<file path="config.mk">
export PLATFORM = sky130hd
export DESIGN_NAME = mcseq_ctrl
export DESIGN_NICKNAME = d
export VERILOG_FILES = /design/src/rtl/mcseq_pkg.sv /design/src/rtl/mcseq_perf.sv /design/src/rtl/mcseq_ctrl.sv
export SDC_FILE = /design/constraint.sdc
export NUM_CORES = 1
export LEC_CHECK = 0
export BUFFER_PORTS_ARGS = -buffer_cell sky130_fd_sc_hd__buf_4
export CAP_MARGIN = 20
export CORE_UTILIZATION = 40
export CTS_BUF_LIST = sky130_fd_sc_hd__clkbuf_4 sky130_fd_sc_hd__clkbuf_8 sky130_fd_sc_hd__clkbuf_16
export CTS_CLUSTER_DIAMETER = 200
export CTS_CLUSTER_SIZE = 14
export DETAILED_ROUTE_END_ITERATION = 8
export GPL_TIMING_DRIVEN = 0
export PLACE_DENSITY = 0.83
export SYNTH_ARGS = -nofsm -noshare
export SYNTH_HDL_FRONTEND = slang
export SYNTH_SLANG_ARGS = --single-unit
</file>
<file path="constraint.sdc">
create_clock -name clk -period 5.05 [get_ports clk]
set_input_delay 0.505 -clock clk [delete_from_list [all_inputs] [get_ports clk]]
set_output_delay 0.505 -clock clk [all_outputs]
set_load 0.005 [all_outputs]
</file>
<file path="src/rtl/mcseq_pkg.sv">
// Shared types and instruction-class bit positions for the multi-cycle sequencer.
// The optional performance counters are enabled with the MCSEQ_PERF_EN macro.
package mcseq_pkg;

  typedef enum logic [2:0] {
    S_IDLE   = 3'd0,
    S_FETCH  = 3'd1,
    S_DECODE = 3'd2,
    S_EXEC   = 3'd3,
    S_MEM    = 3'd4,
    S_WB     = 3'd5,
    S_ERR    = 3'd6
  } state_t;

  localparam int IDX_JR  = 16;
  localparam int IDX_LW  = 22;
  localparam int IDX_SW  = 23;
  localparam int IDX_BEQ = 24;
  localparam int IDX_BNE = 25;
  localparam int IDX_J   = 29;
  localparam int IDX_JAL = 30;

  // A zero vector is not one-hot; clearing the lowest set bit must leave nothing.
  function automatic logic is_onehot(input logic [31:0] v);
    return (v != 32'd0) && ((v & (v - 32'd1)) == 32'd0);
  endfunction

endpackage

</file>
<file path="src/rtl/mcseq_perf.sv">
// Cycle and retirement counters for the sequencer; both wrap at 32 bits.
// Instantiated only when MCSEQ_PERF_EN is defined.
module mcseq_perf (
  input  logic        clk,
  input  logic        rst_n,
  input  logic        cyc_en,
  input  logic        ret_en,
  output logic [31:0] cyc_cnt,
  output logic [31:0] ret_cnt
);

  always_ff @(posedge clk or negedge rst_n) begin
    if (!rst_n) begin
      cyc_cnt <= 32'd0;
      ret_cnt <= 32'd0;
    end else begin
      if (cyc_en) cyc_cnt <= cyc_cnt + 32'd1;
      if (ret_en) ret_cnt <= ret_cnt + 32'd1;
    end
  end

endmodule

</file>
<file path="src/rtl/mcseq_ctrl.sv">
// Multi-cycle MIPS sequencer: steps instructions through FETCH/DECODE/EXEC/MEM/WB
// and fires state-changing strobes. Optional counters under MCSEQ_PERF_EN.
module mcseq_ctrl
  import mcseq_pkg::*;
(
  input  logic        clk,
  input  logic        rst_n,
  input  logic [31:0] i,
  input  logic        z,
  input  logic        stall,
  input  logic        im_ack,
  input  logic        dm_ack,
  output logic        im_req,
  output logic        ir_we,
  output logic        pc_inc_we,
  output logic        pc_br_we,
  output logic        rf_we,
  output logic        wb_sel_mem,
  output logic        dm_cs,
  output logic        dm_r,
  output logic        dm_w,
  output logic        retire,
  output logic        err,
  output logic [2:0]  state,
  output logic [31:0] cyc_cnt,
  output logic [31:0] ret_cnt
);

  state_t st_q, st_d;
  logic   from_mem_q;

  // Strobes are same-cycle functions of state and acks, so the reset path
  // (state forced to IDLE) drops every strobe, including dm_cs, asynchronously.
  always_comb begin
    st_d       = st_q;
    im_req     = 1'b0;
    ir_we      = 1'b0;
    pc_inc_we  = 1'b0;
    pc_br_we   = 1'b0;
    rf_we      = 1'b0;
    wb_sel_mem = 1'b0;
    dm_cs      = 1'b0;
    dm_r       = 1'b0;
    dm_w       = 1'b0;
    retire     = 1'b0;
    err        = 1'b0;
    case (st_q)
      S_IDLE: st_d = S_FETCH;
      S_FETCH: begin
        im_req = ~stall;
        if (im_ack && !stall) begin
          ir_we     = 1'b1;
          pc_inc_we = 1'b1;
          st_d      = S_DECODE;
        end
      end
      S_DECODE: begin
        if (!is_onehot(i)) begin
          st_d = S_ERR;
        end else if (i[IDX_J] || i[IDX_JR] || i[IDX_JAL]) begin
          pc_br_we = 1'b1;
          rf_we    = i[IDX_JAL];
          retire   = 1'b1;
          st_d     = S_FETCH;
        end else begin
          st_d = S_EXEC;
        end
      end
      S_EXEC: begin
        if (i[IDX_BEQ] || i[IDX_BNE]) begin
          pc_br_we = (i[IDX_BEQ] & z) | (i[IDX_BNE] & ~z);
          retire   = 1'b1;
          st_d     = S_FETCH;
        end else if (i[IDX_LW] || i[IDX_SW]) begin
          st_d = S_MEM;
        end else begin
          st_d = S_WB;
        end
      end
      S_MEM: begin
        dm_cs = 1'b1;
        dm_r  = i[IDX_LW];
        dm_w  = i[IDX_SW];
        if (dm_ack) begin
          if (i[IDX_SW]) begin
            retire = 1'b1;
            st_d   = S_FETCH;
          end else begin
            st_d = S_WB;
          end
        end
      end
      // WB is reached from MEM only for loads, so the source select needs no look at i.
      S_WB: begin
        rf_we      = 1'b1;
        wb_sel_mem = from_mem_q;
        retire     = 1'b1;
        st_d       = S_FETCH;
      end
      S_ERR:   err  = 1'b1;
      default: st_d = S_ERR;
    endcase
  end

  always_ff @(posedge clk or negedge rst_n) begin
    if (!rst_n) begin
      st_q       <= S_IDLE;
      from_mem_q <= 1'b0;
    end else begin
      st_q       <= st_d;
      from_mem_q <= (st_q == S_MEM);
    end
  end

  assign state = st_q;

`ifdef MCSEQ_PERF_EN
  mcseq_perf u_perf (
    .clk     (clk),
    .rst_n   (rst_n),
    .cyc_en  ((st_q != S_IDLE) && (st_q != S_ERR)),
    .ret_en  (retire),
    .cyc_cnt (cyc_cnt),
    .ret_cnt (ret_cnt)
  );
`else
  assign cyc_cnt = 32'd0;
  assign ret_cnt = 32'd0;
`endif

endmodule
</file>
After elaboration in Yosys (flattened, before gate mapping)
Index checks and enable logic that the tools add are counted.
- add/subtract/negate cells: 1
- equality and inequality tests: 8
- muxes and demuxes: 27
- bitwise operators: 7
- reductions and logical operators: 12
- operators with widths (cell ; count):
    $and A32 B32 Y32 ; 1
    $logic_not A32 Y1 ; 1
    $reduce_bool A32 Y1 ; 1
    $sub A32 B1 Y32 const B ; 1
    $pmux W3 S6 ; 1
    $mux W1 ; 17
    $mux W3 ; 5
    $eq A3 B3 Y1 const B ; 3
    $eq A3 B2 Y1 const B ; 2
    $logic_or A1 B1 Y1 ; 4
    $ne A2 B2 Y1 const B ; 2
    $pmux W1 S2 ; 2
    $pmux W1 S4 ; 1
    $eq A3 B1 Y1 const B ; 1
    $logic_not A3 Y1 ; 1
    $not A1 Y1 ; 3
    $reduce_and A3 Y1 ; 1
    $and A1 B1 Y1 ; 2
    $logic_and A1 B1 Y1 ; 2
    $mux W2 ; 1
    $reduce_or A2 Y1 ; 1
    $logic_not A1 Y1 ; 1
    $or A1 B1 Y1 ; 1
- register bits after elaboration: 4
- logic and storage cells: 57

Logic depth before layout (Yosys ltp)
- depth in word-level cells: 6
- depth in mapped cells: 7

Worst setup path before layout
OpenSTA, ideal clock, no wires.
- path type: input to output
- start point: in i[0]
- end point: out pc_br_we
- arrival time: 2419 ps
- data required time: 4545 ps
- path slack: 2126 ps
- cell stages on the path: 7
- cell sequence: or4_4 -> buf_6 -> nand4b_4 -> or3_4 -> o32a_1 -> nor3_2 -> a22o_1
- cells in the longest elaborated chain, start to end: 6
- elaborated cells on any way between the ends: 7
- ends and longest elaborated chain (element ; RTL line ; RTL):
    from (decl) ; mcseq_ctrl.sv:8 ; input logic [31:0] i,
    $sub A32 B1 Y32 ; mcseq_pkg.sv:25 ; return (v != 32'd0) && ((v & (v - 32'd1)) == 32'd0);
    $and A32 B32 Y32 ; mcseq_pkg.sv:25 ;
    $logic_not A32 Y1 ; mcseq_pkg.sv:25 ;
    $logic_and A1 B1 Y1 * ; mcseq_pkg.sv:25 ;
    $mux W1 * ; mcseq_ctrl.sv:58 ; if (!is_onehot(i)) begin
    $pmux W1 S2 * ; mcseq_ctrl.sv:47 ; case (st_q)
    to (decl) ; mcseq_ctrl.sv:16 ; output logic pc_br_we,
Every way passes the cells marked *; elsewhere a longest branch is shown, timed or not.

Worst setup path in the final report
- start point: in i[0]
- end point: out retire
- cells in the longest elaborated chain, start to end: 6
- elaborated cells on any way between the ends: 7
- ends and longest elaborated chain (element ; RTL line ; RTL):
    $sub A32 B1 Y32 ; mcseq_pkg.sv:25 ;
    $and A32 B32 Y32 ; mcseq_pkg.sv:25 ;
    $logic_not A32 Y1 ; mcseq_pkg.sv:25 ;
    $logic_and A1 B1 Y1 * ; mcseq_pkg.sv:25 ;
    $mux W1 * ; mcseq_ctrl.sv:58 ;
    $pmux W1 S4 * ; mcseq_ctrl.sv:47 ;
    to (decl) ; mcseq_ctrl.sv:22 ; output logic retire,
Marked as above.

==> results.toml <==
[synth]
syn_area_sq_um = 1420
ys.warnings.count = 0
synth_area_per_cell_sq_um = 7.25
synth-simple-area-share = 0.305
synth_area_leaders = "buf_4 (34%), dfrtp_1 (7.0%), nor2_1 (5.0%), nor3_1 (4.2%), or3_1 (2.2%)"
async_reset_ff_frac = 1.00
synth_enable_flop_cells = 0
seq_area_frac_synth = 0.0704
synth-compound-area-share = 0.226
ys_ff_latch = 4
synth_ff_type = "dfrtp_1"
synth_xor_xnor_area_share = 0
synth.area.mux_share = 0.00704
yosys.area.top_type = "buf_4"
synthAdderAreaFrac = 0.0246
synth_top_family_by_area = "buffers and inverters"
yosysUniqueCellTypes = 51
netlist_instances = 196
yosysTopAreaCellShare = 0.343

[worst_setup_path]
cp_cell_sequence = "buf_4 -> or4_4 -> buf_6 -> nand4b_4 -> or3_4 -> o2bb2ai_1 -> nor4_4 -> a31o_1 -> buf_4"
arrival_ns = 2.76
slowest_stage = "or4_4"
end_kind = "primary output"
crit_required_ns = 4.55
cp_max_fo = 7
critPathMaxStageDelay_ns = 0.52
cpMostUsedCell = "buf_4"
r2r-end = "state[2]"
reg2reg_from = "state[2]"
start_kind = "input port"
r2r_cells = 7
r2r_slack_ns = 3.01
crit_type = "in2out"

[timing]
worst_slack_ns = 1.78
tns_ns = 0
rsz0062_at_grt = "no"
slew_viol_final = 0
fin_worst_skew_ns = 0.00521
final_hold_viol_count = 0
finalCriticalPeriod_ns = 3.27
setup_viol = 0
relSlewSlack = 0.651
fin_hold_ws_ns = 0.0541
max_freq_mhz = 306
min_period_over_period = 0.647
worst_pin_slew_ns = 0.519

[drt]
antenna_left = 0
routed_wl_microns = 3250
post-route-drc-count = 0
wl_met1_microns = 1380
drt_iter0_drc = 88
drt-wirelength-per-cell_microns = 9.04
wl_met3_microns = 296
viasPerCell = 4.36
route.met2.wl_microns = 1570
firstDrtPassIters = 4
top_layer = "met3"
dr_total_vias = 1567

[finish]
fill_cells = 344
layout_commonest_cell = "buf_4"
multi_input_area_sq_um = 1040
synthToLayoutAreaGrowth_pct = 49.2
nets = 355
finalNonFillerCells = 359
area.sequential_sq_um = 100
fin_util = 0.631
drive_above_1_share = 0.415
diodes = 0
layout_common_cells = "buf_4 (116), conb_1 (64), nor2_1 (19)"

[placed_design]
place_ws_ns = 1.78
finalWeightedCongestion = 0.911
io_buffer_count = 51
placed_cells = 356
dp_hpwl_microns = 2850

[clock_tree]
cts_tree = "done"
cts.reportedPaths.clkPinSlew_ns = 0.04
post_cts_buffers = 0
cts_made_buffers = 3
root_buffer = "clkbuf_4"
cts_resized = 0
cts_buffer_depth = 2
cts.sinks = 4
htree_levels = 1
cts_hold_buf = 0
clk_latency_ns = 0.23

[pwr]
leakagePower_nw = 1.15
p_int_mw = 0.118
power_frac_seq = 0.186
power_frac_clock = 0.233
pwr-share-comb = 0.581
p_per_area_nw_per_um2 = 81.6
swShare = 0.318
worst_ir_drop_vdd_mv = 0.0483
p_sw_mw = 0.0551

[die]
boundaryPins = 116
die_w_microns = 61.6
num_rows = 21
die_h_microns = 61.6
design.core.area_sq_um = 3360
dieArea_sq_um = 3800
start_util = 0.423

[global_route]
grt-ovfl-total = 0
grt_pass1_wl_microns = 4630
grt_use_total = 0.156
grt_max_degree = 11
antenna_found_initial = 0
grt_pass1_vias = 1185

[status]
status = "completed"

[job]
max-cap-violations = 0

[worst_hold_path]
hp-class = "in2async"
==> Yosys cell counts, types with 2 or more instances <==
master / n
ha_1: 2
buf_4: 65
o21bai_1: 2
nand4_1: 3
a21oi_1: 6
dfrtp_1: 4
or3_1: 5
o21ai_0: 6
clkbuf_1: 2
or4_1: 2
nor4_1: 2
or2_2: 4
a211oi_1: 4
inv_1: 3
o41ai_1: 2
nand3_1: 3
and2_1: 2
o2bb2ai_1: 2
a31o_1: 2
nand2_1: 7
o31ai_1: 4
nand2b_1: 2
a211o_1: 3
and3_1: 2
nor2_1: 19
o32a_1: 2
nor3_1: 12
==> stage by stage <==
step	total power [mW]	cell area, sq um
final	0.173	2120
after global routing	0.190	2120
after CTS	0.172	2120
after detailed placement	0.131	2100
after global placement	0.130	2100
after floorplan	0.0957	1660
==> registers in the layout (all words and copies together) (netlist names) <==
name,count
from_mem_q,1
state,3
==> worst max-delay path by stage <==
stage,from,endpoint,slack (ns),cells past startpoint
2_1_floorplan,i[0],pc_br_we,2.13,7
3_3_place_gp,i[0],retire,1.78,9
3_5_place_dp,i[0],retire,1.78,9
4_1_cts,i[0],retire,1.77,9
5_1_grt,i[0],retire,1.66,9
6_report,i[0],retire,1.78,9
==> worst max-delay path: cells and delay by family <==
family,cells,cell delay [ns]
AOI/OAI and AO/OA,2,0.38
buffers and inverters,3,0.36
and+or+nand+nor,4,1.51
==> final cells by class <==
| class | instances | share of cell area |
|---|---|---|
| buffer | 68 | 0.239 |
| multi-input combinational | 184 | 0.490 |
| sequential | 4 | 0.0472 |
| clock buffer | 3 | 0.0106 |
| timing repair buffer | 51 | 0.181 |
| inverter | 3 | 0.00531 |
| tap | 46 | 0.0271 |
==> metal layers <==
| metal | track usage | vias up |
|---|---|---|
| li1 | - | 825 |
| met1 | 0.205 | 661 |
| met2 | 0.280 | 81 |
| met3 | 0.00840 | 0 |
| met4 | 0.0317 | 0 |
| met5 | 0 | - |
==> power by group through the flow <==
stage | Combinational, mW | Clock [mW] | Sequential, mW
after global placement | 0.0975 | 0 | 0.0326
after global routing | 0.113 | 0.0450 | 0.0322
final | 0.100 | 0.0403 | 0.0322
after floorplan | 0.0630 | 0 | 0.0326
after detailed placement | 0.0980 | 0 | 0.0326
after CTS | 0.0982 | 0.0421 | 0.0322
==> cells by family (layout without fill, tap and decap cells) <==
| family | Yosys count | after routing |
|---|---|---|
| fa+ha+maj | 3 | 3 |
| mux | 1 | 1 |
| flops | 4 | 4 |
| compound gates | 43 | 43 |
| simple gates | 73 | 73 |
| buf+inv | 71 | 125 |
| other cells | 1 | 64 |
Power figures use the tool's default switching activity.
